## src/rtl/prog_loader_pkg.sv

```systemverilog
// ---------------------------------------------------------------------------
// loader_pkg
// Shared types and constants for the serial program loader.
//   loader_state_t : top-level load sequencer states
//   rx_state_t     : UART receiver states
//   RAM_DEPTH      : number of words in the program/data RAM
//   ADDR_W         : RAM address width
// ---------------------------------------------------------------------------
package loader_pkg;

    localparam int RAM_DEPTH = 256;
    localparam int ADDR_W    = 8;

    typedef enum logic [2:0] {
        IDLE,
        LEN,
        DATA,
        DONE,
        ERR
    } loader_state_t;

    typedef enum logic [1:0] {
        RX_IDLE,
        RX_START,
        RX_BITS,
        RX_STOP
    } rx_state_t;

endpackage

```

## src/rtl/prog_loader_if.sv

```systemverilog
// ---------------------------------------------------------------------------
// prog_loader_if
// RAM-side bus of the program loader.
//   ram_write : one-cycle RAM write strobe
//   ram_addr  : RAM address
//   ram_data  : RAM write data
//   cpu_hold  : loader owns the RAM bus; processor held in reset
// The system-level mux selects these RAM inputs while cpu_hold is high and
// the processor's own bus otherwise.
// Modports: master (loader drives), slave (bus mux / RAM side observes).
// ---------------------------------------------------------------------------
interface prog_loader_if;
    import loader_pkg::*;

    logic              ram_write;
    logic [ADDR_W-1:0] ram_addr;
    logic [7:0]        ram_data;
    logic              cpu_hold;

    modport master (output ram_write, output ram_addr, output ram_data, output cpu_hold);
    modport slave  (input  ram_write, input  ram_addr, input  ram_data, input  cpu_hold);

endinterface

```

## src/rtl/prog_loader_uart_rx.sv

```systemverilog
// ---------------------------------------------------------------------------
// uart_rx
// 8N1 UART receiver.
//   clk        : system clock
//   reset_n    : asynchronous reset, active low
//   rx         : serial input, idles high, asynchronous to clk
//   byte_valid : one-cycle pulse, one cycle after a good stop-bit sample
//   byte_data  : received byte, valid with byte_valid
//   frame_err  : one-cycle pulse when the stop bit is sampled low
// ---------------------------------------------------------------------------
module uart_rx
    import loader_pkg::*;
#(
    parameter int CLKS_PER_BIT = 434
) (
    input  logic       clk,
    input  logic       reset_n,
    input  logic       rx,
    output logic       byte_valid,
    output logic [7:0] byte_data,
    output logic       frame_err
);

    localparam int               CNT_W     = $clog2(CLKS_PER_BIT);
    localparam logic [CNT_W-1:0] FULL_LAST = CNT_W'(CLKS_PER_BIT - 1);
    localparam logic [CNT_W-1:0] HALF_LAST = CNT_W'(CLKS_PER_BIT / 2 - 1);

    rx_state_t        state;
    logic             rx_meta;
    logic             rx_sync;
    logic             rx_prev;
    logic [CNT_W-1:0] cnt;
    logic [2:0]       bit_idx;
    logic [7:0]       shift;

    // Edge detection uses the previous synchronised sample so a line held
    // low (break or bad stop bit) does not retrigger a frame.
    always_ff @(posedge clk or negedge reset_n) begin
        if (!reset_n) begin
            rx_meta    <= 1'b1;
            rx_sync    <= 1'b1;
            rx_prev    <= 1'b1;
            state      <= RX_IDLE;
            cnt        <= '0;
            bit_idx    <= '0;
            shift      <= '0;
            byte_valid <= 1'b0;
            byte_data  <= '0;
            frame_err  <= 1'b0;
        end else begin
            rx_meta    <= rx;
            rx_sync    <= rx_meta;
            rx_prev    <= rx_sync;
            byte_valid <= 1'b0;
            frame_err  <= 1'b0;
            case (state)
                RX_IDLE: begin
                    if (rx_prev && !rx_sync) begin
                        state <= RX_START;
                        cnt   <= '0;
                    end
                end
                RX_START: begin
                    // A start bit that has gone high by mid-bit is a glitch.
                    if (cnt == HALF_LAST) begin
                        cnt     <= '0;
                        bit_idx <= '0;
                        state   <= rx_sync ? RX_IDLE : RX_BITS;
                    end else begin
                        cnt <= cnt + CNT_W'(1);
                    end
                end
                RX_BITS: begin
                    if (cnt == FULL_LAST) begin
                        cnt   <= '0;
                        shift <= {rx_sync, shift[7:1]};
                        if (bit_idx == 3'd7) begin
                            state <= RX_STOP;
                        end else begin
                            bit_idx <= bit_idx + 3'd1;
                        end
                    end else begin
                        cnt <= cnt + CNT_W'(1);
                    end
                end
                RX_STOP: begin
                    if (cnt == FULL_LAST) begin
                        cnt   <= '0;
                        state <= RX_IDLE;
                        if (rx_sync) begin
                            byte_valid <= 1'b1;
                            byte_data  <= shift;
                        end else begin
                            frame_err <= 1'b1;
                        end
                    end else begin
                        cnt <= cnt + CNT_W'(1);
                    end
                end
                default: state <= RX_IDLE;
            endcase
        end
    end

endmodule

```

## src/rtl/prog_loader.sv

```systemverilog
// ---------------------------------------------------------------------------
// prog_loader
// Serial program loader: receives a length byte N (0 means 256) followed by
// N data bytes over UART and writes them to RAM from address 0, holding the
// processor in reset while loading.
//   clk      : system clock
//   reset_n  : asynchronous reset, active low
//   rx       : UART serial input
//   start    : one-cycle pulse arming a load (IDLE/DONE/ERR only)
//   bus      : RAM write bus and cpu_hold (prog_loader_if.master)
//   done     : load finished, held until the next start
//   err      : framing error latched, cleared by the next start
// ---------------------------------------------------------------------------
module prog_loader
    import loader_pkg::*;
#(
    parameter int CLKS_PER_BIT = 434
) (
    input  logic                clk,
    input  logic                reset_n,
    input  logic                rx,
    input  logic                start,
    prog_loader_if.master       bus,
    output logic                done,
    output logic                err
);

    localparam int REM_W = ADDR_W + 1;

    loader_state_t    state;
    logic [REM_W-1:0] remaining;
    logic             byte_valid;
    logic [7:0]       byte_data;
    logic             frame_err;

    uart_rx #(
        .CLKS_PER_BIT (CLKS_PER_BIT)
    ) u_rx (
        .clk        (clk),
        .reset_n    (reset_n),
        .rx         (rx),
        .byte_valid (byte_valid),
        .byte_data  (byte_data),
        .frame_err  (frame_err)
    );

    // ram_addr doubles as the write address counter. It advances on the edge
    // that ends the write cycle, which is also where the last write hands
    // over to DONE, so ram_write can never be high two cycles in a row.
    always_ff @(posedge clk or negedge reset_n) begin
        if (!reset_n) begin
            state         <= IDLE;
            remaining     <= '0;
            bus.ram_write <= 1'b0;
            bus.ram_addr  <= '0;
            bus.ram_data  <= '0;
            bus.cpu_hold  <= 1'b0;
            done          <= 1'b0;
            err           <= 1'b0;
        end else begin
            case (state)
                IDLE, DONE, ERR: begin
                    if (start) begin
                        state        <= LEN;
                        done         <= 1'b0;
                        err          <= 1'b0;
                        bus.ram_addr <= '0;
                        bus.cpu_hold <= 1'b1;
                    end
                end
                LEN: begin
                    if (frame_err) begin
                        state        <= ERR;
                        bus.cpu_hold <= 1'b0;
                        err          <= 1'b1;
                    end else if (byte_valid) begin
                        remaining <= (byte_data == 8'd0) ? REM_W'(RAM_DEPTH)
                                                         : {1'b0, byte_data};
                        state     <= DATA;
                    end
                end
                DATA: begin
                    if (bus.ram_write) begin
                        bus.ram_write <= 1'b0;
                        bus.ram_addr  <= bus.ram_addr + 8'd1;
                        if (remaining == '0) begin
                            state        <= DONE;
                            bus.cpu_hold <= 1'b0;
                            done         <= 1'b1;
                        end
                    end else if (frame_err) begin
                        state        <= ERR;
                        bus.cpu_hold <= 1'b0;
                        err          <= 1'b1;
                    end else if (byte_valid) begin
                        bus.ram_write <= 1'b1;
                        bus.ram_data  <= byte_data;
                        remaining     <= remaining - REM_W'(1);
                    end
                end
                default: state <= IDLE;
            endcase
        end
    end

endmodule

```

## src/flat_wrapper.sv

```systemverilog
// flat-port wrapper written by rule: the top's interface ports become plain ports
module prog_loader_flat import loader_pkg::*;
#(
    parameter int CLKS_PER_BIT = 434
)
  (clk, reset_n, rx, start, done, err, bus_ram_write, bus_ram_addr, bus_ram_data, bus_cpu_hold);
  prog_loader_if bus_i ();
  input  logic clk;
  input  logic reset_n;
  input  logic rx;
  input  logic start;
  output logic done;
  output logic err;
  output wire logic [$bits(bus_i.ram_write)-1:0] bus_ram_write;
  output wire logic [$bits(bus_i.ram_addr)-1:0] bus_ram_addr;
  output wire logic [$bits(bus_i.ram_data)-1:0] bus_ram_data;
  output wire logic [$bits(bus_i.cpu_hold)-1:0] bus_cpu_hold;
  assign bus_ram_write = bus_i.ram_write;
  assign bus_ram_addr = bus_i.ram_addr;
  assign bus_ram_data = bus_i.ram_data;
  assign bus_cpu_hold = bus_i.cpu_hold;
  prog_loader #(.CLKS_PER_BIT(CLKS_PER_BIT)) u_core (.clk(clk), .reset_n(reset_n), .rx(rx), .start(start), .bus(bus_i), .done(done), .err(err));
endmodule
```

## config.mk

```make
export PLATFORM = sky130hd
export DESIGN_NAME = prog_loader_flat
export DESIGN_NICKNAME = d
export VERILOG_FILES = /design/src/rtl/prog_loader_pkg.sv /design/src/rtl/prog_loader_if.sv /design/src/rtl/prog_loader_uart_rx.sv /design/src/rtl/prog_loader.sv /design/src/flat_wrapper.sv
export SDC_FILE = /design/constraint.sdc
export NUM_CORES = 1
export LEC_CHECK = 0
export ABC_AREA = 1
export CAP_MARGIN = 25
export CORE_MARGIN = 2
export CORE_UTILIZATION = 45
export CTS_CLUSTER_DIAMETER = 150
export DETAILED_ROUTE_END_ITERATION = 16
export SETUP_SLACK_MARGIN = 0.15
export SYNTH_ARGS = -nofsm -noshare
export SYNTH_HDL_FRONTEND = slang
export SYNTH_SLANG_ARGS = --single-unit
```

## constraint.sdc

```tcl
create_clock -name clk -period 1.83 [get_ports clk]
set_clock_uncertainty 0.05 [all_clocks]
set_input_delay 0.183 -clock clk [delete_from_list [all_inputs] [get_ports clk]]
set_output_delay 0.183 -clock clk [all_outputs]
set_load 0.01 [all_outputs]
```

* Word level (Yosys, flattened, before mapping)
Cells that the tools add are included.
** Storage, ports and cells
- Output and inout bits :: 20
- Register bits :: 67
- Word-level logic and storage cells :: 127
- Input bits :: 4
** Cells by class
- $add $sub $neg :: 4
- Multiplexer cells :: 53
- Equality and inequality tests :: 27
- Reductions and logical operators :: 23
- Bitwise gates (word level) :: 2
** Operators with widths (count)
- 2-to-1 mux 9 bit :: 9
- 2-to-1 mux 3 bit :: 9
- case mux 9 bit (3 select lines) :: 1
- inequality test 2 bit, second input constant :: 12
- 2-to-1 mux 1 bit :: 18
- case mux 9 bit (2 select lines) :: 1
- 2-to-1 mux 8 bit :: 2
- case mux 8 bit (2 select lines) :: 1
- AND reduction 4 bit :: 4
- 2-to-1 mux 2 bit :: 6
- AND reduction 3 bit :: 4
- adder 9 x 1 -> 9 bit, second input constant :: 1
- == test 9 x 8 -> 1 bit, second input constant :: 1
- == test 9 bit, second input constant :: 1
- zero test 9 bit :: 1
- case mux 3 bit (3 select lines) :: 1
- subtractor 9 x 1 -> 9 bit, second input constant :: 1
- adder 8 x 1 -> 8 bit, second input constant :: 1
- zero test 8 bit :: 1
- case mux 2 bit (4 select lines) :: 1
- == test 3 x 2 -> 1 bit, second input constant :: 2
- == test 3 bit, second input constant :: 2
- inequality test 3 bit, second input constant :: 2
- case mux 1 bit (3 select lines) :: 2
- other kinds (20) :: 25

* Logic depth before layout (Yosys ltp)
- Depth after elaboration :: 5
- Gate-level depth with buffers :: 9
- Gate-level depth less buffers :: 9

* Cells and area by module
From an unflattened synthesis, not the netlist that was laid out.
** Second synthesis, totals
- Cells, all modules :: 449
- Area, all modules :: 3617.2 µm²
** Modules (own cells, without submodules)
- prog_loader :: sequential area each 800.8 µm², area each 1923.1 µm², instances 1, cells each 262
- uart_rx :: sequential area each 879.6 µm², area each 1694.1 µm², instances 1, cells each 187

* Least setup slack after synthesis
No wires, ideal clock.
- Kind :: register to register
- From :: register u_core.remaining[0]
- To :: register u_core.state[0]
- Path buffers :: 0
- Period minus slack after synthesis :: 1.555 ns
- Data required time :: 1.663 ns
- Library setup time :: 0.117 ns
- Setup slack :: 0.275 ns
- Arrival :: 1.388 ns
- Stages on the path, launching flop included :: 10
- Path through :: dfrtp_1 > inv_1 > ha_1 > nand2_1 > nor2_1 > nand3_1 > nand3_1 > nand2_1 > nand2_1 > nand2_1
** Between the ends
- Longest elaborated chain between the ends :: 3
** RTL lines
- start, declared :: RTL line prog_loader.sv:31 : logic [REM_W-1:0] remaining;
- start signal, assigned :: RTL line prog_loader.sv:77 : remaining <= (byte_data == 8'd0) ? REM_W'(RAM_DEPTH)
- start signal, assigned :: RTL line prog_loader.sv:98 : remaining <= remaining - REM_W'(1);
- zero test 9 bit :: RTL line prog_loader.sv:86 : if (remaining == '0) begin
- inequality test 3 bit (no source line)
- AND reduction 4 bit (no source line)
- end signal, assigned :: RTL line prog_loader.sv:87 : state <= DONE;
- end signal, assigned :: RTL line prog_loader.sv:92 : state <= ERR;
- end signal, assigned :: RTL line prog_loader.sv:101 : default: state <= IDLE;
- end, declared :: RTL line prog_loader.sv:30 : loader_state_t state;
Every way passes these cells.
A chain may end at the register's enable or synchronous reset.

* Worst setup path in the final report
- From :: register u_core.bus.ram_write
- To :: output bus_ram_write
** RTL lines
- start, declared :: RTL line prog_loader_if.sv:20 : modport master (output ram_write, output ram_addr, output ram_data, output cpu_hold);
- start signal, assigned :: RTL line prog_loader.sv:54 : bus.ram_write <= 1'b0;
- start signal, assigned :: RTL line prog_loader.sv:84 : bus.ram_write <= 1'b0;
- start signal, assigned :: RTL line prog_loader.sv:96 : bus.ram_write <= 1'b1;
- end, declared :: RTL line flat_wrapper.sv:14 : output wire logic [$bits(bus_i.ram_write)-1:0] bus_ram_write;
No word-level cell between the ends.

==> out/metrics.cfg <==
[outcome]
status = finished, final reports clean

[critical_path]
path_delay_family = buffers and inverters
required_ns = 1.60
cp_max_fo = 6
worstPathArrival_ns = 1.37
start_kind = flip-flop
critPathSlowestCell = clkdlybuf4s50_1
cp_cell_sequence = clkdlybuf4s50_1
path_class = reg -> out
cpPeakStageDelay_ns = 0.57
critPathCaptureType = primary output
crit_buf_inv = 1

[yosys]
synth-simple-area-share_pct = 31.70
netlist_area_um2 = 3457
syn_inst = 444
synth_seq_cells = 67
synth_cell_types = 30
muxShareOfSynthArea_pct = 0
yosys.area.top_type_share_pct = 46.33
yosysTopAreaCell = dfrtp_1
synth_top_family_by_area = simple AND/OR/NAND/NOR gates
yosysWarnings = 0
synth.area.top_cells = dfrtp_1, nand2_1, inv_1
synth.net_count = 455
synth_xor_area_share_pct = 0.2533
synth-adder-area-share_pct = 2.533
yosysSeqAreaShare_pct = 48.61
synth_compound_area_share_pct = 8.903
syn-mean-instance-area_um2 = 7.786

[global_route]
first_global_vias = 2821
antenna_found_initial = 0
grt_max_degree = 28
overflow = 0
grt_pass1_wl_um = 12870
grt_usage_pct = 18.88

[layout]
fin_area_um2 = 4135
nets = 497
n_antenna_cell = 0
drive_above_1_share_pct = 12.22
area_growth_pct = 19.62
fin_cells = 590

[routing]
routedLengthMet1_um = 3475
top_layer = met4
dr.pass1.iters = 4
drt-wirelength-per-cell_um = 12.13
drt-total-wl_um = 7157
first_iter_violations = 132
met2_length_um = 3354
vias_per_cell = 4.964
ant_nets = 0
vias = 2929
wl_met3_um = 229
post-route-drc-count = 0

[run]
cap_violations = 0

[cts]
clk_pin_slew_ns = 0.07
cts-root-buf = clkbuf_8
h-tree-depth = 3
cts_tree = yes
numCtsBuffers = 9
clk_path_buf_depth = 2
cts_sinks = 67
clk_latency_ns = 0.34

[sta]
max-slew-margin-rel_pct = 64.41
slew_violations = 0
post-route-min-period_ns = 1.603
tns_ns = 0
setup_viol = 0
finalHoldViolations = 0
max_freq_mhz = 624.0
fin_hold_ws_ns = 0.2087
fin_crit_sh_pct = 87.57
worst_pin_slew_ns = 0.5339
rsz0062_at_grt = true

[hold_path]
hp-class = in -> reg

[floorplanning]
die_h_um = 91.65
core_area_um2 = 7331
rows = 31
die_w_um = 91.65
io_pins = 24
start_util_pct = 47.16
dieArea_um2 = 8400

[power]
combPwrFrac_pct = 37.9
leakage_uw = 0.002035
ir_worst_vdd_uv = 699.0
clkPwrFrac_pct = 25.2
total_power_uw = 5014
sw_frac_of_total_pct = 38.94
intPower_uw = 3062
switching_power_uw = 1952
sequentialPowerShare_pct = 36.9
powerDensity_nw_per_um2 = 1213

[placed_design]
dpl_cell_area_um2 = 3861
dp_cells = 569
gp_congestion = 0.8335
numPortBuffers = 23
hpwl_um = 5257

==> state kept, by name (all words and copies together), names as in the netlist, 3 cells and up, named ones only <==
name	cells
u_core.u_rx.byte_data	8
u_core.bus.ram_addr	8
u_core.u_rx.shift	8
u_core.bus.ram_data	8
u_core.remaining	9
u_core.u_rx.cnt	9
u_core.state	3
u_core.u_rx.bit_idx	3
==> cells by family (layout without fill, tap and decap cells) <==
| logic type | after synthesis | in the layout |
|---|---|---|
| xor+xnor | 1 | 1 |
| buf+inv | 68 | 115 |
| flops | 67 | 67 |
| fa+ha+maj | 7 | 7 |
| compound gates | 60 | 60 |
| simple gates | 241 | 241 |
==> cell usage in the layout, fill, tap and decap left out, drive strengths merged <==
cell	n
clkbuf	14
ha	7
nand2	145
o21ai	54
buf	15
nand3b	3
o21bai	1
or2	1
nand3	41
nor2	33
xor2	1
clkdlybuf4s50	22
dfstp	3
dlygate4sd3	1
nor3	4
nand4	14
a31oi	1
inv	61
dfrtp	64
bufinv	1
a21oi	4
clkinv	1
==> routing by layer <==
layer	vias to the layer above	track usage, %
met1	1368	25.39
li1	1508	-
met2	43	30.76
met4	0	5.303
met3	10	4.191
met5	-	0
==> power groups by stage <==
stage	clock network, uW	logic (uW)	registers [uW]
after global placement	0	1820	1870
after floorplan	0	1390	1820
after detailed placement	0	1850	1870
after global routing	1370	2210	1880
final	1260	1900	1850
after CTS	1290	1860	1840
==> cells in the mapped netlist <==
cell	count
a31oi_1	1
o21ai_2	1
nor2_8	1
inv_1	56
nand2_4	1
buf_6	2
ha_1	7
or2_2	1
clkbuf_1	2
nor3_4	2
o21bai_1	1
nand3_1	40
nand3_4	1
buf_2	3
dfrtp_1	64
a21oi_1	4
inv_2	4
nor2_2	3
nor2_4	2
nand4_1	14
nor2_1	27
o21ai_1	12
xor2_1	1
dfstp_2	3
nand2_2	2
nand3b_1	3
o21ai_0	41
nor3_1	2
nand2_1	142
inv_4	1
==> worst paths after layout <==
check,from,endpoint,slack [ns],cells past startpoint
max,u_core.bus.ram_write$_DFFE_PN0P_,bus_ram_write,0.23,1
min,rx,u_core.u_rx.rx_meta$_DFF_PN1_,0.21,1
max reg2reg,u_core.u_rx.cnt[1]$_DFFE_PN0P_,u_core.u_rx.shift[7]$_DFFE_PN0P_,0.24,10
min reg2reg,u_core.u_rx.rx_meta$_DFF_PN1_,u_core.u_rx.rx_sync$_DFF_PN1_,0.31,0
max in group asynchronous,reset_n,u_core.u_rx.rx_sync$_DFF_PN1_,0.83,3
min in group asynchronous,reset_n,u_core.remaining[1]$_DFFE_PN0P_,0.30,2
==> final cells by class <==
type / count / area, um2
Tap cell: 99 / 123.9
Multi-Input combinational cell: 309 / 1519
Timing Repair Buffer: 38 / 381.6
Sequential cell: 67 / 1682
Clock buffer: 14 / 162.7
Clock inverter: 2 / 35.03
Inverter: 61 / 231.5
Fill cell: 663 / 3196
==> metrics by stage <==
stage	util (%)	worst slack (ns)
after global routing	56.41	0.1406
after CTS	55.90	0.1381
final	56.41	0.2274
after floorplan	-	0.2753
after global placement	52.67	0.1672
after detailed placement	52.67	0.09062
==> what timing repair did <==
item                                    in CTS  in global routing
setup buffers                                2                  2
resized for setup                            1                 11
hold endpoints to repair                    18                  0
pin swaps                                    2                  3
hold buffers                                 1                  0
endpoints found under the setup margin       8                 41
Power figures use the tool's default switching activity.
